==> config.mk <==
export PLATFORM = sky130hd
export DESIGN_NAME = mux_scan_sequencer
export DESIGN_NICKNAME = d
export VERILOG_FILES = /design/src/rtl/mux_scan_sequencer_pkg.sv /design/src/rtl/mux_scan_settle_cnt.sv /design/src/rtl/mux_scan_sequencer.sv
export SDC_FILE = /design/constraint.sdc
export NUM_CORES = 1
export LEC_CHECK = 0
export BUFFER_PORTS_ARGS = -buffer_cell sky130_fd_sc_hd__buf_2
export CAP_MARGIN = 10
export CORE_ASPECT_RATIO = 0.6
export CORE_MARGIN = 10
export CORE_UTILIZATION = 55
export DETAILED_ROUTE_END_ITERATION = 10
export PLACE_DENSITY = 0.77
export SLEW_MARGIN = 30
export SYNTH_ARGS = -nofsm -noshare
export SYNTH_HDL_FRONTEND = slang
export SYNTH_SLANG_ARGS = --single-unit
==> constraint.sdc <==
create_clock -name clk -period 2.7 [get_ports clk]
set_input_delay 0 -clock clk [delete_from_list [all_inputs] [get_ports clk]]
set_output_delay 0 -clock clk [all_outputs]
set_load 0.02 [all_outputs]
==> src/rtl/mux_scan_sequencer_pkg.sv <==
// Shared state encodings and widths for the 16-input mux scanner.
package mux_scan_sequencer_pkg;

    typedef enum logic [1:0] {
        IDLE     = 2'd0,
        SETTLE_W = 2'd1,
        SAMPLE   = 2'd2,
        DONE     = 2'd3
    } scan_state_e;

    localparam int          SEL_W    = 4;
    localparam int          DATA_W   = 16;
    localparam logic [3:0]  SEL_LAST = 4'd15;

endpackage

==> src/rtl/mux_scan_settle_cnt.sv <==
// 3-bit loadable down-counter whose zero flag ends the per-select settle wait.
module mux_scan_settle_cnt (
    input  logic       clk,
    input  logic       rst,
    input  logic       load,
    input  logic [2:0] load_val,
    input  logic       dec,
    output logic       zero
);

    logic [2:0] cnt_r;

    // Count register: load wins over decrement, and the count never wraps below zero.
    always_ff @(posedge clk or posedge rst) begin
        if (rst) begin
            cnt_r <= 3'd0;
        end else if (load) begin
            cnt_r <= load_val;
        end else if (dec && (cnt_r != 3'd0)) begin
            cnt_r <= cnt_r - 3'd1;
        end else begin
            cnt_r <= cnt_r;
        end
    end

    assign zero = (cnt_r == 3'd0);

endmodule

==> src/rtl/mux_scan_sequencer.sv <==
// Steps a 16:1 mux select through 0..15, samples its output per select value,
// and publishes the assembled word with a start/busy/done handshake.
module mux_scan_sequencer
    import mux_scan_sequencer_pkg::*;
#(
    parameter int unsigned SETTLE = 0
) (
    input  logic        clk,
    input  logic        rst,
    input  logic        start,
    input  logic        mux_out,
    output logic [0:3]  sel,
    output logic [0:15] data_out,
    output logic        busy,
    output logic        done
);

    // The counter holds SETTLE-1 so SETTLE_W lasts exactly SETTLE cycles.
    localparam logic       HAS_SETTLE  = (SETTLE > 0);
    localparam logic [2:0] SETTLE_LOAD = (SETTLE > 0) ? 3'(SETTLE - 1) : 3'd0;

    scan_state_e        state_r, state_s;
    logic [0:SEL_W-1]   sel_r, sel_s;
    logic [0:DATA_W-1]  cap_r, cap_s;
    logic [0:DATA_W-1]  data_r, data_s;
    logic               busy_r, busy_s;
    logic               done_r, done_s;
    logic               load_s, dec_s, zero_s;

    mux_scan_settle_cnt u_settle (
        .clk      (clk),
        .rst      (rst),
        .load     (load_s),
        .load_val (SETTLE_LOAD),
        .dec      (dec_s),
        .zero     (zero_s)
    );

    // State and datapath registers; reset aborts any scan in flight.
    always_ff @(posedge clk or posedge rst) begin
        if (rst) begin
            state_r <= IDLE;
            sel_r   <= 4'd0;
            cap_r   <= 16'h0000;
            data_r  <= 16'h0000;
            busy_r  <= 1'b0;
            done_r  <= 1'b0;
        end else begin
            state_r <= state_s;
            sel_r   <= sel_s;
            cap_r   <= cap_s;
            data_r  <= data_s;
            busy_r  <= busy_s;
            done_r  <= done_s;
        end
    end

    // Next-state and next-output decode; mux_out only reaches data, never control.
    always_comb begin
        state_s = state_r;
        sel_s   = sel_r;
        cap_s   = cap_r;
        data_s  = data_r;
        busy_s  = busy_r;
        done_s  = 1'b0;
        load_s  = 1'b0;
        dec_s   = 1'b0;
        case (state_r)
            IDLE: begin
                sel_s  = 4'd0;
                busy_s = 1'b0;
                if (start) begin
                    busy_s = 1'b1;
                    if (HAS_SETTLE) begin
                        state_s = SETTLE_W;
                        load_s  = 1'b1;
                    end else begin
                        state_s = SAMPLE;
                    end
                end else begin
                    state_s = IDLE;
                end
            end
            SETTLE_W: begin
                if (zero_s) begin
                    state_s = SAMPLE;
                end else begin
                    dec_s = 1'b1;
                end
            end
            SAMPLE: begin
                cap_s[sel_r] = mux_out;
                if (sel_r == SEL_LAST) begin
                    sel_s   = 4'd0;
                    data_s  = {cap_r[0:DATA_W-2], mux_out};
                    done_s  = 1'b1;
                    state_s = DONE;
                end else begin
                    sel_s = sel_r + 4'd1;
                    if (HAS_SETTLE) begin
                        state_s = SETTLE_W;
                        load_s  = 1'b1;
                    end else begin
                        state_s = SAMPLE;
                    end
                end
            end
            DONE: begin
                busy_s  = 1'b0;
                state_s = IDLE;
            end
            default: begin
                state_s = IDLE;
                sel_s   = 4'd0;
                busy_s  = 1'b0;
            end
        endcase
    end

    assign sel      = sel_r;
    assign data_out = data_r;
    assign busy     = busy_r;
    assign done     = done_r;

endmodule

## Word-level counts from Yosys, hierarchy flattened

Index checks and enable logic that the tools add are counted.

| word-level totals | value |
|---|---|
| word-level logic and storage cells | 40 |
| bits in registers | 43 |
| output and inout port bits | 22 |
| input bits | 4 |

| cells by class | value |
|---|---|
| order comparisons | 2 |
| bitwise gates (word level) | 1 |
| add/sub/neg operators | 2 |
| reduce and logical (&&, ||, !) cells | 8 |
| eq/ne operators | 5 |
| multiplexer cells | 15 |

Operators by type and width:

| kind | count |
|---|---|
| bitwise mux 16 bit | 1 |
| one-hot mux 2 bit (4 select lines) | 1 |
| one-hot mux 4 bit (2 select lines) | 1 |
| 2-to-1 mux 1 bit | 7 |
| >= comparator 5 bit (second input constant) | 1 |
| < comparator 5 x 1 -> 1 bit (second input constant) | 1 |
| inverter 4 -> 5 bit | 1 |
| adder 4 x 1 -> 4 bit (second input constant) | 1 |
| demux 1 bit (select 4 bit) | 1 |
| == test 2 bit (second input constant) | 2 |
| == test 4 bit (second input constant) | 1 |
| 2-to-1 mux 2 bit | 2 |
| 2-to-1 mux 4 bit | 1 |
| nonzero test 2 bit | 2 |
| logical NOT 3 bit | 1 |
| nonzero test 3 bit | 1 |
| subtractor 3 x 1 -> 3 bit (second input constant) | 1 |
| == test 2 x 1 -> 1 bit (second input constant) | 1 |
| logical AND 1 bit | 2 |
| logical NOT 2 bit | 1 |
| != test 2 x 1 -> 1 bit (second input constant) | 1 |
| one-hot mux 1 bit (2 select lines) | 1 |
| AND reduction 2 bit | 1 |

## Longest topological paths before layout

Gate-level depths: netlist (run 1).

| logic depth | value |
|---|---|
| word-level depth | 6 |
| gate-level depth with buffers | 7 |
| depth with buffers taken out | 6 |

## Hierarchy

From an unflattened synthesis (run 1), not the netlist that was laid out.

| second synthesis, totals | value |
|---|---|
| cell total of the unflattened synthesis | 159 |
| area, all modules | 2003.2 um^2 |

By module, submodules not included:

| module | times used | area an instance (um^2) | cells each |
|---|---|---|---|
| mux_scan_sequencer | 1 | 1791.7 | 139 |
| mux_scan_settle_cnt | 1 | 211.5 | 20 |

## Worst setup path after synthesis (run 1)

Ideal clock, no wire load.

| timing | value |
|---|---|
| kind | register to register |
| start | register state_r[0] |
| end | register data_r, in the netlist data_out[0] |
| required time | 2.575 ns |
| setup slack | 1.135 ns |
| library setup time | 0.125 ns |
| arrival | 1.440 ns |
| cell stages (with the launch flop) | 7 |
| cell sequence | dfrtp_1 -> inv_1 -> ha_1 -> and3_4 -> nand2_4 -> buf_6 -> mux2_4 |

| on the way | value |
|---|---|
| cells in the longest elaborated chain, start to end | 2 |

RTL lines:

| what | line | RTL |
|---|---|---|
| from (decl) | mux_scan_sequencer.sv:22 | `scan_state_e state_r, state_s;` |
| from (signal assigned) | mux_scan_sequencer.sv:49 | `state_r <= state_s;` |
| == test 2 bit | mux_scan_sequencer.sv:68 | `case (state_r)` |
| AND reduction 2 bit (no source line) | -- |  |
| to (signal assigned) | mux_scan_sequencer.sv:52 | `data_r <= data_s;` |
| to (decl) | mux_scan_sequencer.sv:25 | `logic [0:DATA_W-1] data_r, data_s;` |

No other way between the ends.
A chain may end at the register's enable or synchronous reset.

## Worst setup path in the final report (run 1)

| timing | value |
|---|---|
| start | register state_r[0] |
| end | register data_r, in the netlist data_out[12] |

Same word-level chain as after synthesis.

==> results of run 1 <==
## final cells by class
type / count / area, um^2 / area share
clock buffers: 7 / 86.3 / 0.0397
clock inverters: 1 / 5.00 / 0.00230
inverters: 10 / 37.5 / 0.0173
multi-input cells: 90 / 785 / 0.361
flip-flops and latches: 42 / 1050 / 0.484
well taps: 45 / 56.3 / 0.0259
repair buffers: 28 / 153 / 0.0702
## metal layers
| layer | vias to the layer above | share of wire |
|---|---|---|
| li1 | 557 | - |
| met3 | 10 | 0.066 |
| met1 | 562 | 0.47 |
| met4 | 0 | 0.017 |
| met2 | 26 | 0.45 |
| met5 | - | 0 |
## sequential cells by signal, indices dropped and copies added, names as in the netlist
register and cells:
done 1, u_settle.cnt_r 3, busy 1, cap_r 15, sel 4, state_r 2, data_out 16
## synth_stat cells
cell	count
nand2_1	19
and3_4	1
o31ai_1	2
mux2_4	9
nand4_1	1
buf_2	3
clkbuf_1	2
and3b_1	2
nor3b_1	1
nand4b_1	2
mux2i_1	1
a21oi_1	2
nor2_1	1
o221ai_1	1
dfrtp_1	42
xnor2_1	1
nor3_1	1
inv_1	10
o21ai_0	5
nand2b_1	3
ha_1	10
xor2_1	1
nand2_4	1
buf_4	1
mux2_2	22
nand3_1	4
buf_6	1
## power by group
part           total (mW)  leakage, nW  internal (mW)  switching, mW
sequential          0.873        0.507          0.765          0.108
combinational       0.509        0.506          0.224          0.285
clock               0.402       0.0482          0.206          0.196
## repair_timing
action | CTS | global route
resized for setup | 0 | 0
hold buffers | 2 | 0
endpoints found under the hold margin | 22 | 0
buffers inserted | 0 | 0
## critical path: stages, from the launching register on
cell     delay, ns
dfrtp_1       0.41
inv_1         0.11
ha_1          0.47
and3_4        0.32
nand2_4       0.18
mux2_4        0.36
## path summary, 6_finish.rpt
| path | start | to | slack, ns | cells after the start |
|---|---|---|---|---|
| worst min-delay path | mux_out | data_out[15] | 0.19 | 2 |
| min in group asynchronous | rst | cap_r[11] | 0.39 | 3 |
| worst max register to register | state_r[0] | data_out[12] | 0.74 | 5 |
| max in group asynchronous | rst | u_settle.cnt_r[1] | 1.53 | 4 |
| worst min register to register | u_settle.cnt_r[0] | u_settle.cnt_r[0] | 0.47 | 1 |
| worst max-delay path | state_r[0] | data_out[12] | 0.74 | 5 |
## cell families after synthesis
| group | after synthesis | share of synthesized area |
|---|---|---|
| fa+ha+maj | 10 | 0.0654 |
| mux | 32 | 0.205 |
| buf+inv | 17 | 0.0412 |
| flops | 42 | 0.549 |
| xor+xnor | 2 | 0.00915 |
| simple gates | 36 | 0.0994 |
| compound gates | 10 | 0.0307 |
==> results.py, run 1 <==
metrics = {
    "global_routing": {
        "overflow": 0,
        "grt_antenna_before_repair": 0,
        "grt_pass1_wl_um": 5930,
        "grtUsageTotal": 0.122,
        "grt_use_met1": 0.154,
        "grt_pass1_vias": 1222,
        "gr-usage-met2": 0.183,
        "met3_usage": 0.0454,
        "grt_max_degree": 23,
        "busiest_layer": "met2",
    },
    "critical_path": {
        "crit_fanout": 17,
        "critPathRequiredTime_ns": 2.88,
        "arrival_ns": 2.14,
        "startpoint_type": "flip-flop",
        "cp-end-kind": "flip-flop",
        "path_class": "reg -> reg",
    },
    "floorplan": {
        "fp.dieW_um": 96.2,
        "ios": 26,
        "die_y_um": 65.7,
        "dieArea_um2": 6320,
        "rows": 16,
        "core-area_um2": 3300,
        "start_util": 0.580,
    },
    "pwr": {
        "total_power_mw": 1.78,
        "power_per_cell_area_nw_per_um2": 821,
        "irDropWorstVdd_uv": 442,
        "p_leak_nw": 1.06,
    },
    "synth": {
        "synth.distinct_cells": 27,
        "yosysSeqAreaShare": 0.549,
        "yosysTopAreaCell": "dfrtp_1",
        "syn_area_um2": 1910,
        "syn_nets": 163,
        "yosysTopAreaCellShare": 0.549,
        "avgSynthCellArea_um2": 12.8,
        "synth_seq_cells": 42,
        "synthCells": 149,
        "synth_area_leaders": "dfrtp_1, mux2_2, mux2_4",
        "ys_warn_count": 0,
    },
    "placement": {
        "preCtsSetupSlack_ns": 0.768,
        "place_area_um2": 2060,
        "gp_congestion": 0.798,
        "dp.cells": 213,
        "io_buffers": 25,
        "dp_hpwl_um": 2610,
    },
    "timing": {
        "max_slew_margin": 0.475,
        "rsz0062_at_grt": "false",
        "final-hold-violation-count": 0,
        "setup_tns_ns": 0,
        "report.final.slew_viol_count": 0,
        "clock.fmax_mhz": 509,
        "period_share": 0.727,
        "whs_ns": 0.194,
        "fin_ws_ns": 0.736,
        "finalCriticalPeriod_ns": 1.96,
        "worst_slew_pin_slew_ns": 0.787,
        "setup_viol": 0,
        "skew_ns": 0.00686,
    },
    "route": {
        "ant_nets": 0,
        "vias": 1155,
        "via_per_inst": 5.18,
        "drcViolationCount": 0,
        "drt_iter0_markers": 84,
        "dr.pass1.iters": 4,
        "wl_per_cell_um": 15.7,
        "wl_um": 3500,
    },
    "cts": {
        "cts_made_buffers": 5,
        "h-tree-depth": 2,
        "cts.path.max_buffers": 2,
        "cts_root_buffer": "clkbuf_8",
        "cts.sinks": 42,
        "clk_latency_ns": 0.29,
        "clkSlewWorstSetupHoldPaths_ns": 0.08,
        "cts_tree": "done",
    },
    "layout": {
        "areaGrowthSynthToFinish_pct": 13.5,
        "final_common_cell": "dfrtp_1",
        "antenna_cells": 0,
        "finish.instance_area_um2": 2170,
        "utilization": 0.658,
        "fillers": 252,
        "drive_gt1_frac": 0.371,
        "final_nets": 191,
        "stdcell_count": 223,
        "final_cell_mix": "dfrtp_1, buf_2, mux2_2, nand2_1",
    },
    "run": {
        "max_cap_violations": 0,
    },
    "status": {
        "status": "finished, final reports clean",
    },
    "min_path": {
        "hold_path_class": "in -> reg",
    },
}
Note: power is estimated with default switching activity, not from simulation.
==> run 2: changes to the inputs <==
- CORE_UTILIZATION: 55 -> 51
- PLACE_DENSITY: 0.77 -> 0.75
- clock period: 2.7 -> 1.8 ns (I/O delays scaled with it)
==> run 2 against run 1 <==
Against the previous run:
- worst hold slack worse by 0.026 ns
- via count increased by 1.0%
- clock skew barely moved
- power increased by 58%
- largest power group unchanged
- highest routed layer unchanged
==> results.py, run 2 (synthesis gave the netlist of run 1 again) <==
metrics = {
    "route": {
        "drcViolationCount": 0,
        "ant_nets": 0,
        "wl_um": 3620,
        "vias": 1167,
        "drt_iter0_markers": 47,
        "dr.pass1.iters": 4,
        "wl_per_cell_um": 15.9,
        "via_per_inst": 5.14,
    },
    "layout": {
        "drive_gt1_frac": 0.372,
        "final_cell_mix": "dfrtp_1, buf_2, mux2_2, nand2_1",
        "antenna_cells": 0,
        "areaGrowthSynthToFinish_pct": 15.2,
        "finish.instance_area_um2": 2210,
        "largest_reg_flops": 16,
        "final_common_cell": "dfrtp_1",
        "final_nets": 193,
        "stdcell_count": 227,
    },
    "global_routing": {
        "grt_pass1_wl_um": 5970,
        "grt_pass1_vias": 1229,
        "overflow": 0,
        "grtUsageTotal": 0.115,
        "grt_antenna_before_repair": 0,
        "grt_max_degree": 43,
    },
    "floorplan": {
        "ios": 26,
        "fp.dieW_um": 99.1,
        "core-area_um2": 3640,
        "rows": 17,
        "dieArea_um2": 6680,
        "start_util": 0.526,
        "die_y_um": 67.5,
    },
    "timing": {
        "max_slew_margin": 0.652,
        "clock.fmax_mhz": 613,
        "setup_tns_ns": 0,
        "skew_ns": 0.00694,
        "report.final.slew_viol_count": 0,
        "rsz0062_at_grt": "false",
        "final-hold-violation-count": 0,
        "period_share": 0.906,
        "setup_viol": 0,
        "finalCriticalPeriod_ns": 1.63,
        "worst_slew_pin_slew_ns": 0.522,
        "whs_ns": 0.168,
    },
    "pwr": {
        "total_power_mw": 2.81,
        "power_per_cell_area_nw_per_um2": 1280,
        "irDropWorstVdd_uv": 763,
        "p_leak_nw": 1.08,
    },
    "critical_path": {
        "critPathRequiredTime_ns": 1.98,
        "arrival_ns": 1.81,
        "crit_fanout": 13,
        "cp-end-kind": "flip-flop",
        "reg2reg_from": "state_r[0]",
        "path_class": "reg -> reg",
        "startpoint_type": "flip-flop",
        "cp-startpoint": "state_r[0]",
    },
    "placement": {
        "dp_hpwl_um": 2650,
        "io_buffers": 25,
        "dp.cells": 217,
        "gp_congestion": 0.752,
        "place_area_um2": 2080,
    },
    "cts": {
        "cts_made_buffers": 5,
        "postCtsSetupBuffers": 0,
        "h-tree-depth": 2,
        "cts.sinks": 42,
        "cts-resized-gates": 0,
        "clkSlewWorstSetupHoldPaths_ns": 0.08,
        "cts_tree": "done",
        "cts.path.max_buffers": 2,
        "clk_latency_ns": 0.29,
        "cts_root_buffer": "clkbuf_8",
    },
    "min_path": {
        "hold_path_class": "in -> reg",
        "hp-start": "mux_out",
    },
    "status": {
        "status": "finished, final reports clean",
    },
    "run": {
        "max_cap_violations": 0,
    },
}
## run 2: changes by cell type in the layout (fill, tap and decap cells not counted)
| cell | previous run | this run |
|---|---|---|
| buf_4 | 1 | 3 |
| bufinv_16 | 0 | 1 |
| clkbuf_1 | 1 | 2 |
| clkbuf_8 | 6 | 5 |
| clkinv_2 | 1 | 0 |
## run 2: worst paths after layout
kind                                endpoint  slack, ns  depth (start not counted)
hold reg to reg            u_settle.cnt_r[0]       0.48                          1
max in group asynchronous           cap_r[8]       1.06                          4
min in group asynchronous          cap_r[14]       0.37                          4
setup / recovery                    cap_r[7]       0.17                          6
setup reg to reg                    cap_r[7]       0.17                          6
hold / removal                  data_out[15]       0.17                          2
## run 2: cell type report
class                           count  area [um^2]
Inverter                           10         37.5
Clock inverter                      1         30.0
Timing Repair Buffer               30          168
Tap cell                           47         58.8
Clock buffer                        7         76.3
Multi-Input combinational cell     90          785
Fill cell                         284         1430
Sequential cell                    42         1050
## run 2: repair_timing
item / 4_1_cts / 5_1_grt
setup endpoints to repair: 0 / 0
hold buffers: 2 / 0
endpoints found under the hold margin: 43 / 0
## run 2: worst max-delay path: stages (launching register included)
cell and delay, ns:
dfrtp_1 0.38, inv_1 0.08, ha_1 0.23, buf_4 0.19
and3b_1 0.22, nand2_1 0.09, mux2_2 0.33
## run 2: power breakdown
group | switching (mW) | total (mW) | internal (mW)
sequential | 0.157 | 1.30 | 1.15
clock | 0.305 | 0.720 | 0.415
combinational | 0.434 | 0.788 | 0.354
## run 2: stage by stage
step            util  setup WS (ns)
6_report       0.606          0.169
5_1_grt        0.606         0.0896
4_1_cts        0.606          0.164
2_1_floorplan      -          0.235
3_5_place_dp   0.572          0.176
3_3_place_gp   0.572          0.236
## run 2: per-layer routing
metal | share of wire | GRT usage | up-vias
li1 | - | - | 564
met1 | 0.47 | 0.135 | 580
met2 | 0.47 | 0.190 | 18
met3 | 0.054 | 0.0448 | 5
met4 | 0.013 | 0.0480 | 0
met5 | 0 | 0 | -
==> run 3: changes to the inputs <==
- CORE_UTILIZATION: 51 -> 55
- PLACE_DENSITY: 0.75 -> 0.77
- clock period: 1.8 -> 1.75 ns (I/O delays scaled with it)
==> run 3 against run 2 <==
Against the previous run:
- core utilization grew 5.5 points
- critical endpoint is now data_out[7]
- clock skew fell by 0.0012 ns
- power shrank 1.3%
- critical path type unchanged
- largest power group unchanged
==> results.py, run 3 (synthesis gave the netlist of run 1 again) <==
metrics = {
    "status": {
        "status": "finished, final reports clean",
    },
    "route": {
        "drt_iter0_markers": 89,
        "dr.pass1.iters": 4,
        "wl_per_cell_um": 16.4,
        "via_per_inst": 5.26,
        "wl_um": 3680,
        "ant_nets": 0,
        "vias": 1183,
        "drcViolationCount": 0,
    },
    "floorplan": {
        "ios": 26,
        "start_util": 0.580,
        "core-area_um2": 3300,
        "fp.dieW_um": 96.2,
        "rows": 16,
        "die_y_um": 65.7,
        "dieArea_um2": 6320,
    },
    "global_routing": {
        "grtUsageTotal": 0.128,
        "grt_use_met1": 0.149,
        "busiest_layer": "met2",
        "grt_pass1_wl_um": 6190,
        "grt_max_degree": 43,
        "gr-usage-met2": 0.210,
        "met3_usage": 0.0567,
        "grt_pass1_vias": 1286,
        "overflow": 0,
        "grt_antenna_before_repair": 0,
    },
    "timing": {
        "setup_tns_ns": 0,
        "report.final.slew_viol_count": 0,
        "clock.fmax_mhz": 589,
        "period_share": 0.969,
        "setup_viol": 0,
        "finalCriticalPeriod_ns": 1.70,
        "whs_ns": 0.185,
        "final-hold-violation-count": 0,
        "rsz0062_at_grt": "false",
        "skew_ns": 0.00576,
        "max_slew_margin": 0.652,
        "worst_slew_pin_slew_ns": 0.523,
    },
    "layout": {
        "final_cell_mix": "dfrtp_1, buf_2, mux2_2, nand2_1",
        "antenna_cells": 0,
        "finish.instance_area_um2": 2180,
        "drive_gt1_frac": 0.378,
        "stdcell_count": 225,
        "areaGrowthSynthToFinish_pct": 14.1,
        "final_common_cell": "dfrtp_1",
        "fillers": 262,
        "final_nets": 193,
        "largest_reg_flops": 16,
    },
    "placement": {
        "io_buffers": 25,
        "place_area_um2": 2080,
        "dp_hpwl_um": 2710,
        "dp.cells": 215,
        "gp_congestion": 0.797,
    },
    "cts": {
        "clkSlewWorstSetupHoldPaths_ns": 0.08,
        "cts.path.max_buffers": 2,
        "cts_root_buffer": "clkbuf_8",
        "cts_tree": "done",
        "cts_made_buffers": 5,
        "clk_latency_ns": 0.29,
        "cts-resized-gates": 0,
        "cts.sinks": 42,
        "postCtsSetupBuffers": 0,
        "h-tree-depth": 2,
    },
    "pwr": {
        "intPower_mw": 1.83,
        "clockPowerShare": 0.220,
        "pwr-share-comb": 0.294,
        "power_per_cell_area_nw_per_um2": 1270,
        "p_switching_mw": 0.949,
        "total_power_mw": 2.78,
        "irDropWorstVdd_uv": 537,
        "p_leak_nw": 1.07,
        "switching_share": 0.342,
        "seq_power_share": 0.485,
    },
    "min_path": {
        "min_delay_path_depth": 2,
        "hold_path_class": "in -> reg",
    },
    "critical_path": {
        "path_class": "reg -> reg",
        "cp-end-kind": "flip-flop",
        "crit_fanout": 17,
        "arrival_ns": 1.87,
        "startpoint_type": "flip-flop",
        "rr_worst_depth": 5,
        "critPathRequiredTime_ns": 1.93,
    },
    "run": {
        "max_cap_violations": 0,
    },
}
==> run 3: changes by cell type in the layout (fill, tap and decap cells not counted) <==
cell,before,now
clkbuf_1,2,1
clkinv_4,0,1
clkinv_2,0,1
bufinv_16,1,0
==> run 3: area by class of cell <==
cell class              instances  area (um^2)  share of cell area
clock buffers                   6         72.6              0.0332
clock inverters                 2         13.8             0.00630
inverters                      10         37.5              0.0172
multi-input cells              90          785               0.359
flip-flops and latches         42         1050               0.481
well taps                      45         56.3              0.0258
repair buffers                 30          168              0.0768
==> run 3: power groups by stage <==
stage	Clock, mW	Combinational [mW]	Sequential (mW)
floorplan	0	0.547	1.38
global placement	0	0.778	1.34
detailed placement	0	0.818	1.37
finish	0.611	0.817	1.35
CTS	0.619	0.828	1.35
global route	0.671	0.908	1.38
==> run 3: what timing repair did <==
item,in CTS,in global routing
hold buffers,2,0
endpoints found under the hold margin,43,0
endpoints found under the setup margin,0,0
==> run 3: final timing paths <==
check	to	startpoint	slack, ns
worst max-delay path	data_out[7]	state_r[0]	0.05
worst min-delay path	data_out[15]	mux_out	0.18
worst max register to register	data_out[7]	state_r[0]	0.05
worst min register to register	busy	busy	0.48
max in group asynchronous	u_settle.cnt_r[1]	rst	1.01
min in group asynchronous	sel[2]	rst	0.36
==> run 3: stage by stage <==
stage | utilization | worst slack (ns)
after floorplan | - | 0.185
after global placement | 0.629 | 0.150
after detailed placement | 0.629 | 0.0762
after CTS | 0.661 | 0.0597
after global routing | 0.661 | 0.00216
final | 0.661 | 0.0534
==> run 3: worst max-delay path, cell delays in order (launching register included) <==
cell,delay [ns]
dfrtp_1,0.40
inv_1,0.09
ha_1,0.26
and3_4,0.21
nand2_4,0.24
mux2_2,0.37
==> run 3: per-layer routing <==
metal / vias to the layer above / part of all wire
met3: 4 / 0.069
met2: 31 / 0.47
li1: 561 / -
met1: 587 / 0.45
met5: - / 0
met4: 0 / 0.0081
